<file path="src/rtl/f_fetch_unit_pkg.sv">
// f_fetch_unit_pkg: shared constants, FSM encoding and fetch-address check for the fetch stage.
// The address check honours F_FETCH_RANGE_CHECK_EN (adds the instruction-memory window test).
package f_fetch_unit_pkg;

    localparam logic [31:0] PC_RESET  = 32'h0000_3000;
    localparam logic [31:0] EXC_ENTRY = 32'h0000_4180;
    localparam logic [31:0] IM_LO     = 32'h0000_3000;
    localparam logic [31:0] IM_HI     = 32'h0000_6FFC;
    localparam logic [4:0]  EXC_ADEL  = 5'd4;

    typedef enum logic [1:0] {
        S_IDLE = 2'd0,
        S_REQ  = 2'd1,
        S_HOLD = 2'd2,
        S_DROP = 2'd3
    } fetch_state_e;

    typedef struct packed {
        logic        jump;
        logic        taken;
        logic [31:0] target;
    } pending_t;

    function automatic logic addr_bad(input logic [31:0] pc);
`ifdef F_FETCH_RANGE_CHECK_EN
        return (pc[1:0] != 2'b00) || (pc < IM_LO) || (pc > IM_HI);
`else
        return pc[1:0] != 2'b00;
`endif
    endfunction

endpackage

</file>
<file path="src/rtl/f_fetch_unit_branch_pending.sv">
// f_branch_pending: delay-slot pending register {jump, taken, target}.
// Ports: clk, reset (async, active-low); set_i/taken_i/target_i capture a branch leaving D;
// consume_i empties it at the delay-slot handoff; clear_i empties it on exception/eret;
// jump_o/taken_o/target_o expose the stored record.
module f_branch_pending
    import f_fetch_unit_pkg::*;
(
    input  logic        clk,
    input  logic        reset,
    input  logic        set_i,
    input  logic        taken_i,
    input  logic [31:0] target_i,
    input  logic        consume_i,
    input  logic        clear_i,
    output logic        jump_o,
    output logic        taken_o,
    output logic [31:0] target_o
);

    pending_t pend_q, pend_d;

    // A new branch overrides consumption in the same cycle: its delay slot is still ahead.
    always_comb begin
        pend_d = clear_i ? '0 : set_i ? pending_t'({1'b1, taken_i, target_i}) : consume_i ? '0 : pend_q;
    end

    always_ff @(posedge clk or negedge reset) begin
        if (!reset) pend_q <= '0;
        else        pend_q <= pend_d;
    end

    assign jump_o   = pend_q.jump;
    assign taken_o  = pend_q.taken;
    assign target_o = pend_q.target;

endmodule

</file>
<file path="src/rtl/f_fetch_unit.sv">
// f_fetch_unit: fetch-stage producer feeding the D register over an im_req/im_ready handshake.
// Ports: clk, reset (async, active-low); advance (D accepts); req/eret/epc redirects;
// br_valid/br_taken/br_target delayed-branch record; im_req/im_addr/im_ready/im_rdata memory side;
// f_valid/f_pc/f_instr/f_exc_code/f_bd delivered instruction.
// Optional: F_FETCH_RANGE_CHECK_EN also raises AdEL for pc outside the instruction-memory window.
module f_fetch_unit
    import f_fetch_unit_pkg::*;
(
    input  logic        clk,
    input  logic        reset,
    input  logic        advance,
    input  logic        req,
    input  logic        eret,
    input  logic [31:0] epc,
    input  logic        br_valid,
    input  logic        br_taken,
    input  logic [31:0] br_target,
    output logic        im_req,
    output logic [31:0] im_addr,
    input  logic        im_ready,
    input  logic [31:0] im_rdata,
    output logic        f_valid,
    output logic [31:0] f_pc,
    output logic [31:0] f_instr,
    output logic [4:0]  f_exc_code,
    output logic        f_bd
);

    fetch_state_e state_q, state_d;
    logic [31:0]  pc_q, pc_d;
    logic [31:0]  stale_q, stale_d;
    logic [31:0]  instr_q, instr_d;
    logic [4:0]   exc_q, exc_d;

    logic        redir, handoff, go;
    logic [31:0] redir_pc;
    logic        pend_jump, pend_taken;
    logic [31:0] pend_target;

    assign redir    = req | eret;
    assign redir_pc = req ? EXC_ENTRY : epc;
    assign handoff  = (state_q == S_HOLD) && advance && !redir;

    f_branch_pending u_pending (
        .clk       (clk),
        .reset     (reset),
        .set_i     (br_valid),
        .taken_i   (br_taken),
        .target_i  (br_target),
        .consume_i (handoff),
        .clear_i   (redir),
        .jump_o    (pend_jump),
        .taken_o   (pend_taken),
        .target_o  (pend_target)
    );

    // go marks entry into a new fetch of pc_d; the address check then decides
    // between requesting it and faulting straight into HOLD.
    always_comb begin
        state_d = state_q;
        pc_d    = pc_q;
        stale_d = stale_q;
        instr_d = instr_q;
        exc_d   = exc_q;
        go      = 1'b0;
        case (state_q)
            S_IDLE: begin
                pc_d = redir ? redir_pc : pc_q;
                go   = 1'b1;
            end
            S_REQ: begin
                if (redir) begin
                    pc_d = redir_pc;
                    if (im_ready) begin
                        go = 1'b1;
                    end else begin
                        state_d = S_DROP;
                        stale_d = pc_q;
                    end
                end else if (im_ready) begin
                    state_d = S_HOLD;
                    instr_d = im_rdata;
                    exc_d   = '0;
                end
            end
            S_HOLD: begin
                if (redir) begin
                    pc_d = redir_pc;
                    go   = 1'b1;
                end else if (advance) begin
                    pc_d = pend_taken ? pend_target : pc_q + 32'd4;
                    go   = 1'b1;
                end
            end
            S_DROP: begin
                pc_d = redir ? redir_pc : pc_q;
                go   = im_ready;
            end
            default: state_d = S_IDLE;
        endcase
        if (go) begin
            state_d = addr_bad(pc_d) ? S_HOLD : S_REQ;
            if (addr_bad(pc_d)) begin
                instr_d = '0;
                exc_d   = EXC_ADEL;
            end
        end
    end

    always_ff @(posedge clk or negedge reset) begin
        if (!reset) begin
            state_q <= S_IDLE;
            pc_q    <= PC_RESET;
            stale_q <= PC_RESET;
            instr_q <= '0;
            exc_q   <= '0;
        end else begin
            state_q <= state_d;
            pc_q    <= pc_d;
            stale_q <= stale_d;
            instr_q <= instr_d;
            exc_q   <= exc_d;
        end
    end

    // In DROP the memory still owes data for the old address, so that address stays on the bus.
    assign im_req     = (state_q == S_REQ) || (state_q == S_DROP);
    assign im_addr    = (state_q == S_DROP) ? stale_q : pc_q;
    assign f_valid    = state_q == S_HOLD;
    assign f_pc       = pc_q;
    assign f_instr    = f_valid ? instr_q : '0;
    assign f_exc_code = f_valid ? exc_q : '0;
    assign f_bd       = f_valid & pend_jump;

endmodule

</file>
<file path="config.mk">
export PLATFORM = sky130hd
export DESIGN_NAME = f_fetch_unit
export DESIGN_NICKNAME = d
export VERILOG_FILES = /design/src/rtl/f_fetch_unit_pkg.sv /design/src/rtl/f_fetch_unit_branch_pending.sv /design/src/rtl/f_fetch_unit.sv
export SDC_FILE = /design/constraint.sdc
export NUM_CORES = 1
export LEC_CHECK = 0
export ABC_AREA = 1
export ABC_CLOCK_PERIOD_IN_PS = 3200
export CAP_MARGIN = 10
export CORE_AREA = 10 10 194 105
export CTS_CLUSTER_SIZE = 24
export DETAILED_ROUTE_END_ITERATION = 8
export DIE_AREA = 0 0 204 115
export PLACE_DENSITY = 0.72
export SLEW_MARGIN = 0
export SYNTH_ARGS = -nofsm -noshare
export SYNTH_HDL_FRONTEND = slang
export SYNTH_SLANG_ARGS = --single-unit
</file>
<file path="constraint.sdc">
create_clock -name clk -period 3.2 [get_ports clk]
set_clock_uncertainty 0.2 [all_clocks]
set_input_delay 0.48 -clock clk [delete_from_list [all_inputs] [get_ports clk]]
set_output_delay 0.48 -clock clk [all_outputs]
set_load 0.01 [all_outputs]
</file>
==> flow_metrics.env <==
export IMPL_status="completed"
export IMPL_internal_power_mw=4.44
export IMPL_p_per_area_nw_per_um2=694
export IMPL_met3_usage_pct=6.82
export IMPL_synthCells=1020
export IMPL_drv_cap=0
export IMPL_synth_top_family_by_area="simple AND/OR/NAND/NOR gates"
export IMPL_p_clk_share_pct=26.7
export IMPL_regArea_um2=3430
export IMPL_muxShareOfSynthArea_pct=0
export IMPL_synth_nets=1125
export IMPL_drtIter0Drc=869
export IMPL_ys_ff_latch=137
export IMPL_synth_compound_area_share_pct=19.3
export IMPL_peakVddDrop_mv=0.395
export IMPL_r2r_end="f_pc[14]"
export IMPL_use_met2_pct=29.8
export IMPL_p_sw_mw=2.74
export IMPL_vias=7555
export IMPL_synth_simple_area_share_pct=24.4
export IMPL_core_area_um2=17000
export IMPL_diodes=0
export IMPL_syn_avg_cell_area_um2=7.34
export IMPL_syn_to_final_growth_pct=38.2
export IMPL_ys_top_cells_by_area="dfrtp_1, nand2_1, nor2_1, a21oi_1, inv_1"
export IMPL_r2r_start="f_pc[2]"
export IMPL_insertion_delay_ns=0.42
export IMPL_min_period_ns=3.00
export IMPL_drive_gt1_share_pct=8.29
export IMPL_clock_path_buffers=2
export IMPL_grt_pass1_vias=7141
export IMPL_synth_async_reset_ratio_pct=100
export IMPL_die_h_um=115
export IMPL_cts_sinks=137
export IMPL_hp_class="flip-flop to flip-flop"
export IMPL_regToRegSetupSlack_ns=0.95
export IMPL_drt_wl_total_mm=26.9
export IMPL_globalplace_congestion=0.949
export IMPL_clockRootBuffer="clkbuf_16"
export IMPL_critPathLaunchType="flip-flop"
export IMPL_fmax_ghz=0.333
export IMPL_hold_path_depth=2
export IMPL_crit_type="flip-flop to primary output"
export IMPL_drv_slew=0
export IMPL_firstDrtPassIters=6
export IMPL_slew_headroom_pct=37.9
export IMPL_die_w_um=204
export IMPL_synth_top_area_share_pct=44.4
export IMPL_tightest_slew_ns=0.931
export IMPL_rsz0062_at_grt="no"
export IMPL_fillers=1551
export IMPL_seq_area_frac_synth_pct=45.8
export IMPL_detail_route_wl_per_cell_um=18.5
export IMPL_p_leak_nw=4.44
export IMPL_core_rowCount=34
export IMPL_cts_tree="yes"
export IMPL_cts_resized=0
export IMPL_portBuffers=207
export IMPL_dp_hpwl_mm=20.2
export IMPL_met1_usage_pct=35.6
export IMPL_switching_share_pct=38.2
export IMPL_ys_flop_type="dfrtp_1"
export IMPL_drc=0
export IMPL_finalSetupTns_ns=0
export IMPL_num_io_pins=208
export IMPL_synthDistinctLibCells=31
export IMPL_synth_adder_area_share_pct=0.167
export IMPL_nets=1311
export IMPL_synth_edf_count=0
export IMPL_grt_pass1_wl_mm=41.7
export IMPL_grt_busiest_layer="met1"
export IMPL_cts_max_level=4
export IMPL_comb_power_share_pct=39.7
export IMPL_p_seq_share_pct=33.6
export IMPL_track_usage_pct=22.8
export IMPL_ant_nets=0
export IMPL_critPathCapture="im_addr[29]"
export IMPL_via_per_inst=5.20
export IMPL_synthesis_area_um2=7490
export IMPL_antenna_found_initial=1
export IMPL_final_hold_violation_count=0
export IMPL_yosys_area_top_type="dfrtp_1"
export IMPL_total_power_mw=7.19
export IMPL_cts_buffers=17
export IMPL_critical_path_max_fanout=54
export IMPL_start_util_pct=44.1
export IMPL_yosysWarnings=0
export IMPL_design_die_area_um2=23500
export IMPL_cts_clk_slew_worst_paths_ns=0.07
export IMPL_grt_overflow=0
export IMPL_crit_start="state_q[0]"
export IMPL_setup_viol=0
export IMPL_multiInputGateArea_um2=3340
export IMPL_grt_max_degree=63
export IMPL_critPathArrivalTime_ns=2.32
export IMPL_reg2reg_depth=9
export IMPL_end_kind="primary output"
export IMPL_crit_required_ns=2.52
export IMPL_synthXorXnorAreaFrac_pct=0.585
export IMPL_fin_crit_sh_pct=93.9
## cell usage after synthesis (2+ instances only)
library cell  number
a21oi_1          104
a22oi_1           45
a31oi_1            2
buf_1              6
buf_2             13
buf_6              3
clkbuf_1          36
dfrtp_1          133
dfstp_2            4
inv_1            120
inv_2              3
nand2_1          229
nand2_2            4
nand3_1           71
nand4_1            3
nor2_1           141
nor2_2             2
o21ai_0           54
o21ai_2           31
xor2_1             5
## layout make-up
| cell class | count | area share [%] |
|---|---|---|
| tap | 234 | 2.83 |
| sequential | 137 | 33.2 |
| multi-input combinational | 700 | 32.2 |
| clock inverter | 14 | 1.22 |
| timing repair buffer | 226 | 21.8 |
| inverter | 124 | 4.50 |
| clock buffer | 18 | 4.24 |
## power groups by stage
stage	Clock [mW]	Sequential [mW]	Combinational (mW)
floorplan	0	2.39	1.41
global placement	0	2.42	2.81
detailed placement	0	2.43	2.84
CTS	1.94	2.40	2.86
global route	2.02	2.46	3.13
finish	1.92	2.42	2.85
## sequential cells by signal, summed over array words and instances (netlist names)
register / count
u_pending.target_o: 32
exc_q: 5
state_q: 2
u_pending.jump_o: 1
f_pc: 32
u_pending.taken_o: 1
stale_q: 32
instr_q: 32
## critical path, stage by stage (launching register included)
cell and delay [ns]:
dfrtp_1 0.43, nand2_2 0.29, buf_12 0.27, nor2_1 0.07, a21oi_1 0.25, clkdlybuf4s50_1 0.60
## cell usage in the layout, fill, tap and decap left out, drive strengths merged
cell type,synthesis,layout
and3,1,1
nand3,71,71
o22ai,1,1
clkbuf,36,18
ha,1,1
o211ai,1,1
inv,123,133
o21ai,86,86
nor2,144,144
xor2,5,5
dfstp,4,4
dlygate4sd3,0,1
clkdlybuf4s50,0,206
or2,1,1
clkinvlp,0,3
clkinv,1,2
nand2,233,233
a31oi,2,2
buf,23,19
a21oi,105,105
a22oi,45,45
a211oi,1,1
nand4,3,3
dfrtp,133,133
## metrics by stage
stage | hold WS [ns] | util, % | cell area [µm²] | cells | worst slack [ns]
final | 0.287 | 61.0 | 10400 | 1453 | 0.196
after global routing | 0.304 | 61.0 | 10400 | 1453 | 0.125
after CTS | 0.289 | 61.0 | 10400 | 1453 | 0.194
after detailed placement | 0.273 | 57.6 | 9780 | 1420 | 0.432
after global placement | 0.267 | 57.6 | 9780 | 1420 | 0.489
after floorplan | -0.0156 | - | 7490 | 1020 | 1.28
## per-layer routing
| metal | up-vias | share of wire, % | wire, µm |
|---|---|---|---|
| li1 | 3664 | - | - |
| met1 | 3519 | 49 | 13200 |
| met2 | 348 | 39 | 10500 |
| met3 | 22 | 11 | 2920 |
| met4 | 2 | 0.88 | 237 |
| met5 | - | 0.048 | 13 |
## repair_timing
item / CTS / global route
endpoints found under the hold margin: 56 / 0
hold buffers: 1 / 0
endpoints found under the setup margin: 0 / 0
setup buffers: 0 / 0
## how the worst min path moves through the flow
stage                 from  slack [ns]           to
3_5_place_dp    stale_q[2]        0.27   stale_q[2]
5_1_grt        stale_q[28]        0.30  stale_q[28]
6_report       stale_q[28]        0.29  stale_q[28]
2_1_floorplan        reset       -0.02     exc_q[0]
4_1_cts         stale_q[2]        0.29   stale_q[2]
3_3_place_gp   stale_q[22]        0.27  stale_q[22]
## kinds of logic after synthesis
kind of cell	after synthesis
buf+inv	183
compound gates	241
simple gates	453
flops	137
xor+xnor	5
fa+ha+maj	1
Power figures use the tool's default switching activity.
